==> src/rtl/keypad_scanner_pkg.sv <==
`default_nettype none
// +----------------------------------------------------------------------------+
// | keypad_pkg                                                                 |
// | Shared types and helpers for the 4x4 matrix keypad scanner: FSM state      |
// | encoding, per-scan result classification, idle-row constants, the          |
// | active-low column lookup and the row*4+col key code function.              |
// | Revision: 1.0 - initial release                                            |
// +----------------------------------------------------------------------------+
package keypad_pkg;

  // Debounce state machine
  typedef enum logic [1:0] {
    ST_IDLE       = 2'd0,
    ST_PRESS_DB   = 2'd1,
    ST_HELD       = 2'd2,
    ST_RELEASE_DB = 2'd3
  } kp_state_e;

  // Classification of one complete four-column scan
  typedef enum logic [1:0] {
    SCAN_NONE   = 2'd0,
    SCAN_SINGLE = 2'd1,
    SCAN_MULTI  = 2'd2
  } scan_kind_e;

  // Rows read back when no key pulls a line low (pulled-up, active-low)
  localparam logic [3:0] KEY_NONE_ROWS = 4'b1111;
  // Code held in the scan accumulator while no key has been found yet
  localparam logic [3:0] KEY_NONE_CODE = 4'h0;

  // Active-low one-hot column drive for column index col
  function automatic logic [3:0] col_onehot_n(input logic [1:0] col);
    logic [3:0] onehot;
    onehot = 4'b0001 << col;
    return ~onehot;
  endfunction

  // Key code is row*4 + col, i.e. simple bit concatenation
  function automatic logic [3:0] key_code_of(input logic [1:0] row, input logic [1:0] col);
    return {row, col};
  endfunction

endpackage
`default_nettype wire

==> src/rtl/keypad_scanner_if.sv <==
`default_nettype none
// +----------------------------------------------------------------------------+
// | keypad_scanner_if                                                          |
// | Keypad matrix pins plus the display register-file write port.             |
// |   row_in   : keypad rows, active-low, asynchronous                          |
// |   col_out  : column drive, active-low one-hot                               |
// |   key_code : last accepted key (row*4+col)                                  |
// |   key_valid: one-cycle pulse on press acceptance                            |
// |   key_held : high from acceptance until release acceptance                  |
// |   wr_en    : one-cycle display write strobe (coincident with key_valid)     |
// |   wr_addr  : digit written by the current wr_en                             |
// |   wr_data  : key code written by the current wr_en                          |
// | master = scanner side, slave = keypad / display side.                       |
// | Revision: 1.0 - initial release                                            |
// +----------------------------------------------------------------------------+
interface keypad_scanner_if;
  logic [3:0] row_in;
  logic [3:0] col_out;
  logic [3:0] key_code;
  logic       key_valid;
  logic       key_held;
  logic       wr_en;
  logic [2:0] wr_addr;
  logic [3:0] wr_data;

  modport master (
    input  row_in,
    output col_out, key_code, key_valid, key_held, wr_en, wr_addr, wr_data
  );

  modport slave (
    output row_in,
    input  col_out, key_code, key_valid, key_held, wr_en, wr_addr, wr_data
  );
endinterface
`default_nettype wire

==> src/rtl/keypad_scanner_tick_gen.sv <==
`default_nettype none
// +----------------------------------------------------------------------------+
// | kp_tick_gen                                                                |
// | Free-running modulo-DIV counter; o_tick is high for the single cycle in    |
// | which the count equals DIV-1.                                              |
// |   clk    : system clock                                                    |
// |   rst_n  : asynchronous active-low reset (count returns to 0)              |
// |   o_tick : one-cycle pulse every DIV cycles                                |
// | Revision: 1.0 - initial release                                            |
// +----------------------------------------------------------------------------+
module kp_tick_gen #(
  parameter int DIV = 4
) (
  input  logic clk,
  input  logic rst_n,
  output logic o_tick
);
  localparam int             CW     = (DIV > 1) ? $clog2(DIV) : 1;
  localparam logic [CW-1:0]  C_LAST = CW'(DIV - 1);
  localparam logic [CW-1:0]  C_ONE  = CW'(1);

  logic [CW-1:0] r_cnt;

  assign o_tick = (r_cnt == C_LAST);

  always_ff @(posedge clk or negedge rst_n) begin
    if (!rst_n) begin
      r_cnt <= '0;
    end else if (o_tick) begin
      r_cnt <= '0;
    end else begin
      r_cnt <= r_cnt + C_ONE;
    end
  end
endmodule
`default_nettype wire

==> src/rtl/keypad_scanner.sv <==
`default_nettype none
// +----------------------------------------------------------------------------+
// | keypad_scanner                                                             |
// | 4x4 matrix keypad front end. Drives columns one at a time, synchronises   |
// | the row returns, classifies every full scan as NONE / SINGLE / MULTI,     |
// | debounces press and release over DEBOUNCE_SCANS scans and emits each      |
// | accepted press as a one-cycle write to the next display digit.            |
// |   clk  : system clock, rising edge                                         |
// |   rst2 : asynchronous active-low reset                                     |
// |   kp   : keypad pins and display write port (keypad_scanner_if.master)    |
// | Parameters: CLK_HZ, SCAN_HZ (CLK_HZ/SCAN_HZ integer >= 4),                |
// |             DEBOUNCE_SCANS (>= 2)                                          |
// | Revision: 1.0 - initial release                                            |
// +----------------------------------------------------------------------------+
module keypad_scanner
  import keypad_pkg::*;
#(
  parameter int CLK_HZ         = 50_000_000,
  parameter int SCAN_HZ        = 1000,
  parameter int DEBOUNCE_SCANS = 20
) (
  input  logic             clk,
  input  logic             rst2,
  keypad_scanner_if.master kp
);
  localparam int               DIV       = CLK_HZ / SCAN_HZ;
  localparam int               CNT_W     = $clog2(DEBOUNCE_SCANS + 1);
  localparam logic [CNT_W-1:0] C_DB_LAST = CNT_W'(DEBOUNCE_SCANS);
  localparam logic [CNT_W-1:0] C_CNT_ONE = CNT_W'(1);

  // --------------------------------------------------------------------------
  // Row synchroniser (idle level is all-ones so reset looks like "no key")
  // --------------------------------------------------------------------------
  logic [3:0] r_sync1;
  logic [3:0] r_sync2;

  always_ff @(posedge clk or negedge rst2) begin
    if (!rst2) begin
      r_sync1 <= KEY_NONE_ROWS;
      r_sync2 <= KEY_NONE_ROWS;
    end else begin
      r_sync1 <= kp.row_in;
      r_sync2 <= r_sync1;
    end
  end

  // --------------------------------------------------------------------------
  // Column stepping
  // --------------------------------------------------------------------------
  logic       w_tick;
  logic [1:0] r_col;
  logic       w_eos;

  kp_tick_gen #(
    .DIV (DIV)
  ) u_tick_gen (
    .clk    (clk),
    .rst_n  (rst2),
    .o_tick (w_tick)
  );

  always_ff @(posedge clk or negedge rst2) begin
    if (!rst2) begin
      r_col <= 2'd0;
    end else if (w_tick) begin
      r_col <= r_col + 2'd1;
    end
  end

  // Column is a register, so col_out changes the cycle after tick and the
  // rows for that column have DIV cycles to pass through the synchroniser.
  assign kp.col_out = col_onehot_n(r_col);

  // The tick that samples column 3 completes a scan
  assign w_eos = w_tick && (r_col == 2'd3);

  // --------------------------------------------------------------------------
  // Per-column decode and scan accumulation
  // --------------------------------------------------------------------------
  logic [3:0] w_low;
  logic [2:0] w_col_lows;
  logic [1:0] w_col_row;

  assign w_low = ~r_sync2;

  always_comb begin
    w_col_lows = 3'd0;
    w_col_row  = 2'd0;
    for (int i = 0; i < 4; i++) begin
      if (w_low[i]) begin
        w_col_lows = w_col_lows + 3'd1;
        w_col_row  = 2'(i);
      end
    end
  end

  // r_acc_lows saturates at 2: only "none / one / more than one" matters
  logic [1:0] r_acc_lows;
  logic [3:0] r_acc_code;
  logic [2:0] w_sum;
  logic [1:0] w_scan_lows;
  logic [3:0] w_scan_code;
  scan_kind_e w_kind;

  always_comb begin
    w_sum       = {1'b0, r_acc_lows} + w_col_lows;
    w_scan_lows = (w_sum >= 3'd2) ? 2'd2 : w_sum[1:0];
    w_scan_code = r_acc_code;
    // The code is only meaningful when this sample supplies the very first low
    if ((r_acc_lows == 2'd0) && (w_col_lows == 3'd1)) begin
      w_scan_code = key_code_of(w_col_row, r_col);
    end
    case (w_scan_lows)
      2'd0:    w_kind = SCAN_NONE;
      2'd1:    w_kind = SCAN_SINGLE;
      default: w_kind = SCAN_MULTI;
    endcase
  end

  always_ff @(posedge clk or negedge rst2) begin
    if (!rst2) begin
      r_acc_lows <= 2'd0;
      r_acc_code <= KEY_NONE_CODE;
    end else if (w_tick) begin
      if (w_eos) begin
        r_acc_lows <= 2'd0;
        r_acc_code <= KEY_NONE_CODE;
      end else begin
        r_acc_lows <= w_scan_lows;
        r_acc_code <= w_scan_code;
      end
    end
  end

  // --------------------------------------------------------------------------
  // Debounce FSM (transitions only at end of scan)
  // --------------------------------------------------------------------------
  kp_state_e        r_state;
  kp_state_e        w_state_nxt;
  logic [3:0]       r_cand;
  logic [3:0]       w_cand_nxt;
  logic [CNT_W-1:0] r_cnt;
  logic [CNT_W-1:0] w_cnt_nxt;
  logic [CNT_W-1:0] w_cnt_inc;
  logic             w_accept;
  logic             w_release;

  always_ff @(posedge clk or negedge rst2) begin
    if (!rst2) begin
      r_state <= ST_IDLE;
      r_cand  <= KEY_NONE_CODE;
      r_cnt   <= '0;
    end else begin
      r_state <= w_state_nxt;
      r_cand  <= w_cand_nxt;
      r_cnt   <= w_cnt_nxt;
    end
  end

  always_comb begin
    w_state_nxt = r_state;
    w_cand_nxt  = r_cand;
    w_cnt_nxt   = r_cnt;
    w_accept    = 1'b0;
    w_release   = 1'b0;
    w_cnt_inc   = r_cnt + C_CNT_ONE;

    if (w_eos) begin
      case (r_state)
        ST_IDLE: begin
          if (w_kind == SCAN_SINGLE) begin
            w_state_nxt = ST_PRESS_DB;
            w_cand_nxt  = w_scan_code;
            w_cnt_nxt   = C_CNT_ONE;
          end
        end

        ST_PRESS_DB: begin
          if ((w_kind == SCAN_SINGLE) && (w_scan_code == r_cand)) begin
            if (w_cnt_inc == C_DB_LAST) begin
              w_state_nxt = ST_HELD;
              w_cnt_nxt   = '0;
              w_accept    = 1'b1;
            end else begin
              w_cnt_nxt = w_cnt_inc;
            end
          end else if (w_kind == SCAN_SINGLE) begin
            // A different single key restarts debouncing on that key
            w_cand_nxt = w_scan_code;
            w_cnt_nxt  = C_CNT_ONE;
          end else begin
            w_state_nxt = ST_IDLE;
            w_cnt_nxt   = '0;
          end
        end

        ST_HELD: begin
          // Extra keys while held are ignored: no rollover
          if (w_kind == SCAN_NONE) begin
            w_state_nxt = ST_RELEASE_DB;
            w_cnt_nxt   = C_CNT_ONE;
          end
        end

        ST_RELEASE_DB: begin
          if (w_kind == SCAN_NONE) begin
            if (w_cnt_inc == C_DB_LAST) begin
              w_state_nxt = ST_IDLE;
              w_cnt_nxt   = '0;
              w_release   = 1'b1;
            end else begin
              w_cnt_nxt = w_cnt_inc;
            end
          end else begin
            w_state_nxt = ST_HELD;
            w_cnt_nxt   = '0;
          end
        end

        default: begin
          w_state_nxt = ST_IDLE;
          w_cnt_nxt   = '0;
        end
      endcase
    end
  end

  // --------------------------------------------------------------------------
  // Event outputs and digit pointer
  // --------------------------------------------------------------------------
  logic [3:0] r_key_code;
  logic       r_key_valid;
  logic       r_key_held;
  logic [2:0] r_ptr;

  always_ff @(posedge clk or negedge rst2) begin
    if (!rst2) begin
      r_key_code  <= KEY_NONE_CODE;
      r_key_valid <= 1'b0;
      r_key_held  <= 1'b0;
      r_ptr       <= 3'd0;
    end else begin
      r_key_valid <= w_accept;
      if (w_accept) begin
        r_key_code <= r_cand;
      end
      if (w_accept) begin
        r_key_held <= 1'b1;
      end else if (w_release) begin
        r_key_held <= 1'b0;
      end
      // Pointer moves the cycle after the write so wr_addr names the digit
      // being written during wr_en; 3-bit wrap gives 7 -> 0.
      if (r_key_valid) begin
        r_ptr <= r_ptr + 3'd1;
      end
    end
  end

  // key_code and wr_data are the same held value, so one register feeds both
  assign kp.key_code  = r_key_code;
  assign kp.key_valid = r_key_valid;
  assign kp.key_held  = r_key_held;
  assign kp.wr_en     = r_key_valid;
  assign kp.wr_addr   = r_ptr;
  assign kp.wr_data   = r_key_code;

endmodule
`default_nettype wire

==> src/flat_wrapper.sv <==
// flat-port wrapper written by rule: the top's interface ports become plain ports
module keypad_scanner_flat import keypad_pkg::*;
#(
  parameter int CLK_HZ         = 50_000_000,
  parameter int SCAN_HZ        = 1000,
  parameter int DEBOUNCE_SCANS = 20
)
  (clk, rst2, kp_row_in, kp_col_out, kp_key_code, kp_key_valid, kp_key_held, kp_wr_en, kp_wr_addr, kp_wr_data);
  keypad_scanner_if kp_i ();
  input  logic clk;
  input  logic rst2;
  input wire logic [$bits(kp_i.row_in)-1:0] kp_row_in;
  output wire logic [$bits(kp_i.col_out)-1:0] kp_col_out;
  output wire logic [$bits(kp_i.key_code)-1:0] kp_key_code;
  output wire logic [$bits(kp_i.key_valid)-1:0] kp_key_valid;
  output wire logic [$bits(kp_i.key_held)-1:0] kp_key_held;
  output wire logic [$bits(kp_i.wr_en)-1:0] kp_wr_en;
  output wire logic [$bits(kp_i.wr_addr)-1:0] kp_wr_addr;
  output wire logic [$bits(kp_i.wr_data)-1:0] kp_wr_data;
  assign kp_i.row_in = kp_row_in;
  assign kp_col_out = kp_i.col_out;
  assign kp_key_code = kp_i.key_code;
  assign kp_key_valid = kp_i.key_valid;
  assign kp_key_held = kp_i.key_held;
  assign kp_wr_en = kp_i.wr_en;
  assign kp_wr_addr = kp_i.wr_addr;
  assign kp_wr_data = kp_i.wr_data;
  keypad_scanner #(.CLK_HZ(CLK_HZ), .SCAN_HZ(SCAN_HZ), .DEBOUNCE_SCANS(DEBOUNCE_SCANS)) u_core (.clk(clk), .rst2(rst2), .kp(kp_i));
endmodule
==> config.mk <==
export PLATFORM = sky130hd
export DESIGN_NAME = keypad_scanner_flat
export DESIGN_NICKNAME = d
export VERILOG_FILES = /design/src/rtl/keypad_scanner_pkg.sv /design/src/rtl/keypad_scanner_if.sv /design/src/rtl/keypad_scanner_tick_gen.sv /design/src/rtl/keypad_scanner.sv /design/src/flat_wrapper.sv
export SDC_FILE = /design/constraint.sdc
export NUM_CORES = 1
export LEC_CHECK = 0
export ABC_AREA = 1
export CAP_MARGIN = 20
export CORE_MARGIN = 3
export CORE_UTILIZATION = 58
export CTS_CLUSTER_DIAMETER = 200
export DETAILED_ROUTE_END_ITERATION = 10
export PLACE_DENSITY_LB_ADDON = 0.3
export SLEW_MARGIN = 40
export SYNTH_ARGS = -nofsm -noshare
export SYNTH_HDL_FRONTEND = slang
export SYNTH_SLANG_ARGS = --single-unit
==> constraint.sdc <==
create_clock -name clk -period 4.2 [get_ports clk]
set_input_delay 0.63 -clock clk [delete_from_list [all_inputs] [get_ports clk]]
set_output_delay 0.63 -clock clk [all_outputs]
set_load 0.01 [all_outputs]
---- Word-level counts from Yosys, hierarchy flattened ----
Index checks and enable logic that the tools add are counted.
word-level totals
  register bits ........................... 52
  word-level logic and storage cells ...... 93
cells by class
  shift-type cells ........................ 1
  reduce and logical (&&, ||, !) cells .... 12
  bitwise gates (word level) .............. 2
  equality and inequality tests ........... 16
  mux-type cells .......................... 40
  add/subtract/negate cells ............... 8
  magnitude comparators ................... 1
operators with widths
  operator                 count
  $mux W5                  5
  $mux W2                  11
  $pmux W5 S4              1
  $add A16 B1 Y16 const B  1
  $eq A16 B16 Y1 const B   1
  $mux W16                 1
  $mux W4                  4
  $mux W1                  12
  $add A3 B1 Y3 const B    3
  $mux W3                  3
  $logic_not A2 Y1         4
  $not A4 Y4               2
  $pmux W2 S4              1
  $pmux W4 S2              1
  $eq A2 B1 Y1 const B     3
  $eq A2 B2 Y1 const B     3
  $ne A3 B3 Y1 const B     2
  $reduce_and A3 Y1        2
  $reduce_and A6 Y1        1
  $add A5 B1 Y5 const B    1
  $eq A5 B5 Y1 const B     1
  $eq A4 B4 Y1             1
  $ne A2 B1 Y1 const B     2
  $pmux W2 S2              1
  10 further kinds         13

---- Depth between registers and ports, before layout ----
Gate-level depths: netlist (run 1).
  depth after elaboration ................. 19
  gate-level depth with buffers ........... 22

---- Hierarchy ----
A second synthesis (run 1) with hierarchy kept.
second synthesis, totals
  cells, all modules ...................... 373
  area, all modules ....................... 3034.2 um^2
by module, submodules not included
  module          cells an instance  seq. area each (um^2)  area an instance (um^2)  times used
  keypad_scanner  252                910.9                  2157.1                   1
  kp_tick_gen     121                400.4                  877.1                    1

---- Worst setup path before layout (run 1) ----
No wires, ideal clock.
  kind .................................... flip-flop to flip-flop
  start ................................... register u_core.r_sync2[1]
  end ..................................... register u_core.r_key_code[0] (netlist: u_core.kp.key_code[0])
  cell stages (with the launch flop) ...... 20
  path slack .............................. 1.093 ns
  arrival time ............................ 2.990 ns
  library setup time ...................... 0.117 ns
  buffers on the path ..................... 0
  cell sequence ........................... dfstp_2 > inv_1 > ha_1 > inv_1 > nand2_1 > nand2_1 > ha_1 > nand2_1 > nand2_2 > fa_1 > xnor2_2 > nand3_2 > inv_2 > nand2_1 > nor2_2 > nand3_4 > inv_2 > nand2_2 > nand2_1 > nand2_1
on the way
  cells in the longest elaborated chain, start to end .. 16
  elaborated cells on any way between the ends .. 24
RTL lines
  item                                                     RTL line               RTL
  from (decl)                                              keypad_scanner.sv:35   logic [3:0] r_sync2;
  from (signal assigned)                                   keypad_scanner.sv:43   r_sync2 <= r_sync1;
  $not A4 Y4 (*)                                           keypad_scanner.sv:84   assign w_low = ~r_sync2;
  $mux W3                                                  keypad_scanner.sv:90   if (w_low[i]) begin
  $add A3 B1 Y3                                            keypad_scanner.sv:91   w_col_lows = w_col_lows + 3'd1;
  $mux W3                                                  keypad_scanner.sv:90
  $add A3 B1 Y3                                            keypad_scanner.sv:91
  $mux W3                                                  keypad_scanner.sv:90
  $add A2 B3 Y3                                            keypad_scanner.sv:106  w_sum = {1'b0, r_acc_lows} + w_col_lows;
  $ge A3 B2 Y1                                             keypad_scanner.sv:107  w_scan_lows = (w_sum >= 3'd2) ? 2'd2 : w_sum[1:0];
  $mux W2                                                  keypad_scanner.sv:107
  $eq A2 B1 Y1 / $logic_not A2 Y1 (equally long branches)  keypad_scanner.sv:113  case (w_scan_lows)
  $pmux W2 S2                                              keypad_scanner.sv:113
  $eq A2 B1 Y1                                             keypad_scanner.sv:179  if ((w_kind == SCAN_SINGLE) && (w_scan_code == r_cand)) begin
  $logic_and A1 B1 Y1 (*)                                  keypad_scanner.sv:179
  $mux W1 (*)                                              keypad_scanner.sv:179
  $mux W1 (*)                                              keypad_scanner.sv:169  case (r_state)
  $mux W1 (*)                                              keypad_scanner.sv:168  if (w_eos) begin
  to (signal assigned)                                     keypad_scanner.sv:245  r_key_code <= r_cand;
  to (decl)                                                keypad_scanner.sv:231  logic [3:0] r_key_code;
Mark *: on every way between the ends. The rest lies on a longest branch, timed or not.
A chain may end at the register's enable or synchronous reset.

---- Final worst setup path (run 1) ----
  start ................................... register u_core.r_sync2[1]
  end ..................................... register u_core.r_state[1]
on the way
  cells in the longest elaborated chain, start to end .. 15
  elaborated cells on any way between the ends .. 31
RTL lines
  item                                                                      RTL line                                                             RTL
  $not A4 Y4 (*)                                                            keypad_scanner.sv:84
  $mux W3                                                                   keypad_scanner.sv:90
  $add A3 B1 Y3                                                             keypad_scanner.sv:91
  $mux W3                                                                   keypad_scanner.sv:90
  $add A3 B1 Y3                                                             keypad_scanner.sv:91
  $mux W3                                                                   keypad_scanner.sv:90
  $add A2 B3 Y3                                                             keypad_scanner.sv:106
  $ge A3 B2 Y1                                                              keypad_scanner.sv:107
  $mux W2                                                                   keypad_scanner.sv:107
  $eq A2 B1 Y1 / $logic_not A2 Y1 (equally long branches)                   keypad_scanner.sv:113
  $pmux W2 S2                                                               keypad_scanner.sv:113
  $eq A2 B1 Y1                                                              keypad_scanner.sv:171, keypad_scanner.sv:179, keypad_scanner.sv:187
  $logic_and A1 B1 Y1                                                       keypad_scanner.sv:179
  $ne A3 B3 Y1 (no source line) / $mux W2 (equally long branches)           --
  $reduce_and A6 Y1 (no source line) / $pmux W2 S4 (equally long branches)  --
  to (signal assigned)                                                      keypad_scanner.sv:154                                                r_state <= w_state_nxt;
  to (decl)                                                                 keypad_scanner.sv:138                                                kp_state_e r_state;
Marked as above.

==> results of run 1 <==
-- power by group through the flow --
stage / sequential [mW] / clock (mW) / combinational, mW
final: 0.510 / 0.369 / 0.0916
after global routing: 0.511 / 0.398 / 0.104
after CTS: 0.510 / 0.378 / 0.0922
after detailed placement: 0.520 / 0 / 0.0918
after global placement: 0.519 / 0 / 0.0879
after floorplan: 0.519 / 0 / 0.0645
-- cell type report --
type,count,area share
clock buffer,7,0.0295
clock inverter,1,0.00919
inverter,54,0.0620
multi-input combinational,243,0.402
sequential,52,0.401
tap,65,0.0249
timing repair buffer,24,0.0712
-- cells in the final DEF (no fill, tap or decap), types with 8 or more instances in the layout --
master,n
sky130_fd_sc_hd__nand2_1,96
sky130_fd_sc_hd__inv_1,49
sky130_fd_sc_hd__dfrtp_1,44
sky130_fd_sc_hd__nand3_1,36
sky130_fd_sc_hd__nor2_1,28
sky130_fd_sc_hd__clkdlybuf4s50_1,22
sky130_fd_sc_hd__o21ai_0,15
sky130_fd_sc_hd__ha_1,11
sky130_fd_sc_hd__nand2_2,8
sky130_fd_sc_hd__nand4_1,8
sky130_fd_sc_hd__dfstp_2,8
-- state kept, by name, summed over array words and instances, names as in the netlist, 2 cells and up --
signal and count:
u_core.kp.key_code 4, u_core.r_acc_code 4, u_core.r_acc_lows 2, u_core.r_cnt 5
u_core.r_cand 4, u_core.r_sync1 4, u_core.r_col 2, u_core.u_tick_gen.r_cnt 16
u_core.kp.wr_addr 3, u_core.r_sync2 4, u_core.r_state 2
-- metal layers --
metal | vias up | track usage | share of wire
met4 | 0 | 0.0688 | 0.015
met3 | 11 | 0.0461 | 0.055
met1 | 1097 | 0.276 | 0.47
met5 | - | 0 | 0
li1 | 1171 | - | -
met2 | 73 | 0.344 | 0.46
-- logic make-up after synthesis --
kind of cell	share of synthesized area
AOI/OAI and AO/OA	0.0423
xor gates and xnor gates	0.0301
adders and majority gates	0.0549
buffers and inverters	0.0863
DFF	0.457
muxes	0.00392
and+or+nand+nor	0.326
-- path summary, 6_finish.rpt --
path	startpoint	endpoint	slack, ps
max	u_core.r_sync2[1]$_DFF_PN1_	u_core.r_state[1]$_DFFE_PN0P_	710
min	rst2	u_core.kp.wr_addr[2]$_DFFE_PN0P_	100
max reg2reg	u_core.r_sync2[1]$_DFF_PN1_	u_core.r_state[1]$_DFFE_PN0P_	710
min reg2reg	u_core.r_sync1[1]$_DFF_PN1_	u_core.r_sync2[1]$_DFF_PN1_	360
max in group asynchronous	rst2	u_core.kp.key_code[3]$_DFFE_PN0P_	3340
min in group clk	u_core.r_sync1[1]$_DFF_PN1_	u_core.r_sync2[1]$_DFF_PN1_	360
-- worst max-delay path, stage by stage (launching register included) --
cell	delay (ps)
sky130_fd_sc_hd__dfstp_2	540
sky130_fd_sc_hd__inv_1	50
sky130_fd_sc_hd__ha_1	350
sky130_fd_sc_hd__inv_1	80
sky130_fd_sc_hd__nand2_1	100
sky130_fd_sc_hd__nand2_1	60
sky130_fd_sc_hd__ha_1	300
sky130_fd_sc_hd__nand2_1	90
sky130_fd_sc_hd__nand2_2	110
sky130_fd_sc_hd__fa_1	480
sky130_fd_sc_hd__xnor2_2	260
sky130_fd_sc_hd__nand2_1	80
sky130_fd_sc_hd__inv_1	80
sky130_fd_sc_hd__nand2_1	80
sky130_fd_sc_hd__nand2_1	80
sky130_fd_sc_hd__nand3_1	180
sky130_fd_sc_hd__nor2_1	250
sky130_fd_sc_hd__nand3_1	110
sky130_fd_sc_hd__nand2_1	70
sky130_fd_sc_hd__nand2_1	50
==> impl_metrics.xml, run 1 <==
<?xml version="1.0" encoding="UTF-8"?>
<metrics>
  <group name="synth">
    <metric name="yosys_warnings" unit="">0</metric>
    <metric name="synth-edff-count" unit="">0</metric>
    <metric name="asyncSetResetFlopFracSynth" unit="">1.00</metric>
    <metric name="synthesis.area_per_instance" unit="um2">8.07</metric>
    <metric name="mappedNetlistArea" unit="um2">2870</metric>
    <metric name="postSynthRegisterBits" unit="">52</metric>
    <metric name="synth_flop_cell" unit="">sky130_fd_sc_hd__dfrtp_1</metric>
    <metric name="syn_inst" unit="">356</metric>
    <metric name="synth_sequential_area_ratio" unit="">0.457</metric>
    <metric name="synth_most_common_cell" unit="">sky130_fd_sc_hd__nand2_1</metric>
    <metric name="synth_top_cell_by_area" unit="">sky130_fd_sc_hd__dfrtp_1</metric>
    <metric name="post_synth_main_area_contributors" unit="">sky130_fd_sc_hd__dfrtp_1, sky130_fd_sc_hd__nand2_1, sky130_fd_sc_hd__dfstp_2</metric>
    <metric name="synth.distinct_cells" unit="">34</metric>
    <metric name="synthDominantCellAreaShare" unit="">0.383</metric>
    <metric name="synth_fp_nets" unit="">374</metric>
    <metric name="synth_top_cells_by_count" unit="">sky130_fd_sc_hd__nand2_1, sky130_fd_sc_hd__inv_1, sky130_fd_sc_hd__dfrtp_1</metric>
  </group>
  <group name="route">
    <metric name="detailed_route_drc_error_count" unit="">0</metric>
    <metric name="firstDrtPassIters" unit="">4</metric>
    <metric name="num_vias" unit="">2352</metric>
    <metric name="via_per_inst" unit="">5.27</metric>
    <metric name="wl" unit="mm">5.40</metric>
    <metric name="wl_per_instance" unit="um">12.1</metric>
    <metric name="drtAntennaViolNets" unit="">0</metric>
    <metric name="number_of_drc_violations_after_detailed_routing_iteration_0" unit="">118</metric>
  </group>
  <group name="place">
    <metric name="detailed_place_hpwl" unit="mm">3.99</metric>
    <metric name="portBuffers" unit="">23</metric>
    <metric name="gp_congestion" unit="">0.853</metric>
    <metric name="placement.setup.worst_slack" unit="ps">778</metric>
    <metric name="placed_cell_area" unit="um2">3140</metric>
    <metric name="dp_cells" unit="">438</metric>
  </group>
  <group name="clock_tree">
    <metric name="clk_pin_slew" unit="ps">90</metric>
    <metric name="clkSinkCount" unit="">52</metric>
    <metric name="cts_tree" unit="">done</metric>
    <metric name="cts_made_buffers" unit="">5</metric>
    <metric name="cells_resized_by_post_cts_repair" unit="">0</metric>
    <metric name="clock_tree.buffer_depth" unit="">2</metric>
    <metric name="post-cts-setup-buffers" unit="">0</metric>
    <metric name="cts-hold-fix-buffers" unit="">0</metric>
    <metric name="cts.htree.levels" unit="">2</metric>
    <metric name="cts_root_buf" unit="">sky130_fd_sc_hd__clkbuf_8</metric>
    <metric name="clock_latency_late_sink" unit="ps">310</metric>
  </group>
  <group name="finish">
    <metric name="layout.core_utilization" unit="">0.716</metric>
    <metric name="nets" unit="">398</metric>
    <metric name="finalNonFillerCells" unit="">446</metric>
    <metric name="register_area" unit="um2">1310</metric>
    <metric name="multi_input_comb_area" unit="um2">1310</metric>
    <metric name="final_design_area_no_fill" unit="um2">3270</metric>
    <metric name="num_antenna_cells" unit="">0</metric>
    <metric name="drive_gt1_frac" unit="">0.113</metric>
    <metric name="fillers" unit="">340</metric>
    <metric name="area_growth_syn_to_layout" unit="%">13.8</metric>
  </group>
  <group name="power_and_ir_drop">
    <metric name="p_sw_frac" unit="">0.230</metric>
    <metric name="power.ir.vdd_worst" unit="mV">0.209</metric>
    <metric name="power.internal" unit="mW">0.747</metric>
    <metric name="power.leakage" unit="nW">1.67</metric>
    <metric name="power.combinational.fraction" unit="">0.094</metric>
    <metric name="cellPowerDensity" unit="nW/um2">297</metric>
    <metric name="p_switching" unit="mW">0.223</metric>
    <metric name="pwr-share-seq" unit="">0.526</metric>
    <metric name="share_clk_of_total_power" unit="">0.380</metric>
    <metric name="fin_total_pwr" unit="mW">0.971</metric>
  </group>
  <group name="sta">
    <metric name="final_hold_slack" unit="ps">103</metric>
    <metric name="final_worst_path_period_share" unit="">0.832</metric>
    <metric name="worst_slew_pin_slew" unit="ps">624</metric>
    <metric name="maxSlewViolCount" unit="">0</metric>
    <metric name="timing.final.ws_setup" unit="ps">707</metric>
    <metric name="fin_worst_skew" unit="ps">11.2</metric>
    <metric name="slew_headroom" unit="">0.580</metric>
    <metric name="finalHoldViolCount" unit="">0</metric>
    <metric name="setup_viol" unit="">0</metric>
    <metric name="rsz0062_at_grt" unit="">false</metric>
    <metric name="max_freq" unit="GHz">0.286</metric>
    <metric name="totalNegativeSetupSlack" unit="ps">0</metric>
    <metric name="final_period_minus_worst_setup_slack" unit="ps">3490</metric>
  </group>
  <group name="global_routing">
    <metric name="first_global_vias" unit="">2316</metric>
    <metric name="first_pass_grt_wire_length" unit="mm">10.1</metric>
    <metric name="number_of_antenna_violations_at_the_first_check_in_global_routing" unit="">0</metric>
    <metric name="grt_start_max_net_pins" unit="">51</metric>
    <metric name="track_usage" unit="">0.210</metric>
    <metric name="global_route.overflow_total" unit="">0</metric>
  </group>
  <group name="critical_path">
    <metric name="worstPathArrival" unit="ps">3700</metric>
    <metric name="path_class" unit="">reg2reg</metric>
    <metric name="worst_r2r_path_depth" unit="">19</metric>
    <metric name="start_kind" unit="">flop</metric>
    <metric name="cp_max_fo" unit="">6</metric>
    <metric name="crit_required" unit="ps">4400</metric>
    <metric name="critical_path.endpoint_type" unit="">flop</metric>
  </group>
  <group name="flow_run">
    <metric name="maxCapViolCount" unit="">0</metric>
  </group>
  <group name="floorplan">
    <metric name="die_area" unit="um2">5830</metric>
    <metric name="pin_count" unit="">24</metric>
    <metric name="row_count" unit="">24</metric>
    <metric name="die_width" unit="um">76.4</metric>
    <metric name="floorplan.initialDensity" unit="">0.629</metric>
    <metric name="chip_height" unit="um">76.4</metric>
    <metric name="coreArea" unit="um2">4560</metric>
  </group>
  <group name="hold_path">
    <metric name="hp-class" unit="">in2async</metric>
  </group>
  <group name="outcome">
    <metric name="outcome" unit="">completed</metric>
  </group>
</metrics>
Power figures use the tool's default switching activity.
==> run 2, diff against run 1 <==
--- a/config.mk
+++ b/config.mk
@@ -8,7 +8,7 @@
 export ABC_AREA = 1
 export CAP_MARGIN = 20
 export CORE_MARGIN = 3
-export CORE_UTILIZATION = 58
+export CORE_UTILIZATION = 52
 export CTS_CLUSTER_DIAMETER = 200
 export DETAILED_ROUTE_END_ITERATION = 10
 export PLACE_DENSITY_LB_ADDON = 0.3
==> constraint.sdc (replaced) <==
create_clock -name clk -period 2.9 [get_ports clk]
set_input_delay 0.435 -clock clk [delete_from_list [all_inputs] [get_ports clk]]
set_output_delay 0.435 -clock clk [all_outputs]
set_load 0.01 [all_outputs]
==> impl_metrics.xml, run 2 (synthesis results as in run 1) <==
<?xml version="1.0" encoding="UTF-8"?>
<metrics>
  <group name="floorplan">
    <metric name="floorplan.initialDensity" unit="">0.548</metric>
    <metric name="chip_height" unit="um">80.3</metric>
    <metric name="pin_count" unit="">24</metric>
    <metric name="die_area" unit="um2">6450</metric>
    <metric name="coreArea" unit="um2">5240</metric>
    <metric name="row_count" unit="">26</metric>
    <metric name="die_width" unit="um">80.3</metric>
  </group>
  <group name="power_and_ir_drop">
    <metric name="pwr-share-seq" unit="">0.542</metric>
    <metric name="power.leakage" unit="nW">1.80</metric>
    <metric name="power.internal" unit="mW">1.02</metric>
    <metric name="power.combinational.fraction" unit="">0.151</metric>
    <metric name="p_switching" unit="mW">0.344</metric>
    <metric name="power.ir.vdd_worst" unit="mV">0.220</metric>
    <metric name="p_sw_frac" unit="">0.252</metric>
    <metric name="cellPowerDensity" unit="nW/um2">384</metric>
    <metric name="share_clk_of_total_power" unit="">0.307</metric>
  </group>
  <group name="finish">
    <metric name="most_common_library_cell_in_the_layout_ignoring_fill_and_taps" unit="">sky130_fd_sc_hd__nand2_1</metric>
    <metric name="finalNonFillerCells" unit="">475</metric>
    <metric name="largest-register" unit="">u_core.u_tick_gen.r_cnt</metric>
    <metric name="num_antenna_cells" unit="">0</metric>
    <metric name="commonest_cells_after_routing_fill_and_taps_aside" unit="">sky130_fd_sc_hd__nand2_1, sky130_fd_sc_hd__inv_1, sky130_fd_sc_hd__dfrtp_1</metric>
    <metric name="area_growth_syn_to_layout" unit="%">23.7</metric>
    <metric name="largestRegisters" unit="">u_core.u_tick_gen.r_cnt (16), u_core.r_cnt (5)</metric>
    <metric name="max_ffs_per_register" unit="">16</metric>
    <metric name="nets" unit="">422</metric>
    <metric name="drive_gt1_frac" unit="">0.232</metric>
  </group>
  <group name="place">
    <metric name="dp_cells" unit="">457</metric>
    <metric name="gp_congestion" unit="">0.977</metric>
    <metric name="detailed_place_hpwl" unit="mm">3.98</metric>
    <metric name="portBuffers" unit="">23</metric>
    <metric name="placement.setup.worst_slack" unit="ps">-121</metric>
  </group>
  <group name="route">
    <metric name="firstDrtPassIters" unit="">4</metric>
    <metric name="num_vias" unit="">2425</metric>
    <metric name="detailed_route_drc_error_count" unit="">0</metric>
    <metric name="via_per_inst" unit="">5.11</metric>
    <metric name="number_of_drc_violations_after_detailed_routing_iteration_0" unit="">79</metric>
    <metric name="wl_per_instance" unit="um">12.0</metric>
    <metric name="wl" unit="mm">5.72</metric>
    <metric name="drtAntennaViolNets" unit="">0</metric>
  </group>
  <group name="critical_path">
    <metric name="crit_family" unit="">adder cells</metric>
    <metric name="start_kind" unit="">flop</metric>
    <metric name="timing.rr.start" unit="">u_core.r_sync2[1]$_DFF_PN1_</metric>
    <metric name="worst_r2r_path_depth" unit="">18</metric>
    <metric name="ff2ff_setup_slack" unit="ps">-70</metric>
    <metric name="worstReg2RegEnd" unit="">u_core.r_cand[1]$_DFFE_PN0P_</metric>
    <metric name="path_cells" unit="">inv_2, ha_4, inv_2, nand2_2, nand3_1, nand2_2, inv_1, ha_2, fa_2, xnor2_2, nand3_2, inv_2, nand2_2, nor2_4, nand3_4, buf_4, nand3_1, nand2_1</metric>
    <metric name="worstPathArrival" unit="ps">3160</metric>
    <metric name="path_class" unit="">reg2reg</metric>
    <metric name="cp_max_fo" unit="">8</metric>
    <metric name="crit_buf_inv" unit="">5</metric>
    <metric name="critical_path.endpoint_type" unit="">flop</metric>
    <metric name="critical-path-slowest-cell" unit="">sky130_fd_sc_hd__dfstp_2</metric>
    <metric name="crit_required" unit="ps">3090</metric>
    <metric name="cp_slowest_stage_delay" unit="ps">550</metric>
  </group>
  <group name="clock_tree">
    <metric name="clock_tree.buffer_depth" unit="">2</metric>
    <metric name="clk_pin_slew" unit="ps">90</metric>
    <metric name="cts.htree.levels" unit="">2</metric>
    <metric name="cts-hold-fix-buffers" unit="">0</metric>
    <metric name="cts_tree" unit="">done</metric>
    <metric name="clkSinkCount" unit="">52</metric>
    <metric name="cts_made_buffers" unit="">5</metric>
    <metric name="clock_latency_late_sink" unit="ps">300</metric>
    <metric name="cts_root_buf" unit="">sky130_fd_sc_hd__clkbuf_8</metric>
  </group>
  <group name="global_routing">
    <metric name="first_global_vias" unit="">2193</metric>
    <metric name="track_usage" unit="">0.189</metric>
    <metric name="first_pass_grt_wire_length" unit="mm">9.67</metric>
    <metric name="grt_start_max_net_pins" unit="">47</metric>
    <metric name="number_of_antenna_violations_at_the_first_check_in_global_routing" unit="">0</metric>
    <metric name="global_route.overflow_total" unit="">0</metric>
  </group>
  <group name="sta">
    <metric name="final_period_minus_worst_setup_slack" unit="ps">2970</metric>
    <metric name="setup_viol" unit="">15</metric>
    <metric name="final_worst_path_period_share" unit="">1.02</metric>
    <metric name="worst_slew_pin_slew" unit="ps">582</metric>
    <metric name="finalHoldViolCount" unit="">0</metric>
    <metric name="slew_headroom" unit="">0.612</metric>
    <metric name="max_freq" unit="GHz">0.337</metric>
    <metric name="fin_worst_skew" unit="ps">10.6</metric>
    <metric name="timing.final.ws_setup" unit="ps">-65.2</metric>
    <metric name="totalNegativeSetupSlack" unit="ps">-511</metric>
    <metric name="rsz0062_at_grt" unit="">true</metric>
    <metric name="maxSlewViolCount" unit="">0</metric>
  </group>
  <group name="outcome">
    <metric name="outcome" unit="">finished, violations left</metric>
    <metric name="violations_in_the_final_reports" unit="">negative setup slack</metric>
  </group>
  <group name="flow_run">
    <metric name="maxCapViolCount" unit="">0</metric>
  </group>
  <group name="hold_path">
    <metric name="hp-class" unit="">in2async</metric>
  </group>
</metrics>
## run 2: cell types whose count changed in the layout (fill, tap and decap cells not counted), sizes merged
cell      change
bufinv        -1
clkinvlp      +1
buf          +24
## run 2: power groups by stage
stage          combinational [mW]  clock (mW)  sequential, mW
2_1_floorplan              0.0950           0           0.752
3_3_place_gp                0.157           0           0.753
3_5_place_dp                0.162           0           0.753
4_1_cts                     0.178       0.431           0.739
5_1_grt                     0.225       0.462           0.740
6_report                    0.206       0.419           0.739
## run 2: worst reg2reg max path: cells and delay by family, from the launching register on
kind / cells / cell delay, ps
AND/OR/NAND/NOR: 9 / 820
flip-flops: 1 / 550
adder cells (fa/ha/maj): 3 / 850
buffers and inverters: 5 / 420
XOR/XNOR: 1 / 210
## run 2: metrics by stage
step	power, mW	util	area, um2	hold WS [ps]
2_1_floorplan	0.847	-	2890	139
3_3_place_gp	0.910	0.624	3270	346
3_5_place_dp	0.915	0.625	3270	348
4_1_cts	1.35	0.658	3440	141
5_1_grt	1.43	0.678	3550	172
6_report	1.36	0.678	3550	130
## run 2: per-layer routing
metal  up-vias  global-route usage  routed length, um
li1       1225                   -                  -
met1      1133               0.263               2620
met2        59               0.297               2710
met3         8              0.0415                313
met4         0              0.0507                 72
met5         -                   0                  0
## run 2: worst max path at each step
stage / from / endpoint / slack [ps] / cells past startpoint
global route: u_core.r_sync2[0]$_DFF_PN1_ / u_core.kp.key_code[1]$_DFFE_PN0P_ / -190 / 19
finish: u_core.r_sync2[1]$_DFF_PN1_ / u_core.r_cand[1]$_DFFE_PN0P_ / -70 / 18
floorplan: u_core.r_sync2[1]$_DFF_PN1_ / u_core.kp.key_code[0]$_DFFE_PN0P_ / 10 / 19
global placement: u_core.r_sync2[1]$_DFF_PN1_ / u_core.r_cnt[0]$_DFFE_PN0P_ / -3 / 17
detailed placement: u_core.r_sync2[1]$_DFF_PN1_ / u_core.kp.key_code[1]$_DFFE_PN0P_ / -120 / 19
CTS: u_core.r_sync2[1]$_DFF_PN1_ / u_core.kp.key_code[1]$_DFFE_PN0P_ / -80 / 19
## run 2: layout make-up
type                       instances  area (um2)
clock buffer                       7        86.3
fill                             396        1680
tap                               70        87.6
multi-input combinational        243        1430
inverter                          54         205
timing repair buffer              48         423
clock inverter                     1        7.51
sequential                        52        1310
## run 2: timing repair
action / 4_1_cts / 5_1_grt
buffers inserted: 6 / 4
pin swaps: 16 / 18
endpoints found under the setup margin: 16 / 18
resized for setup: 12 / 21
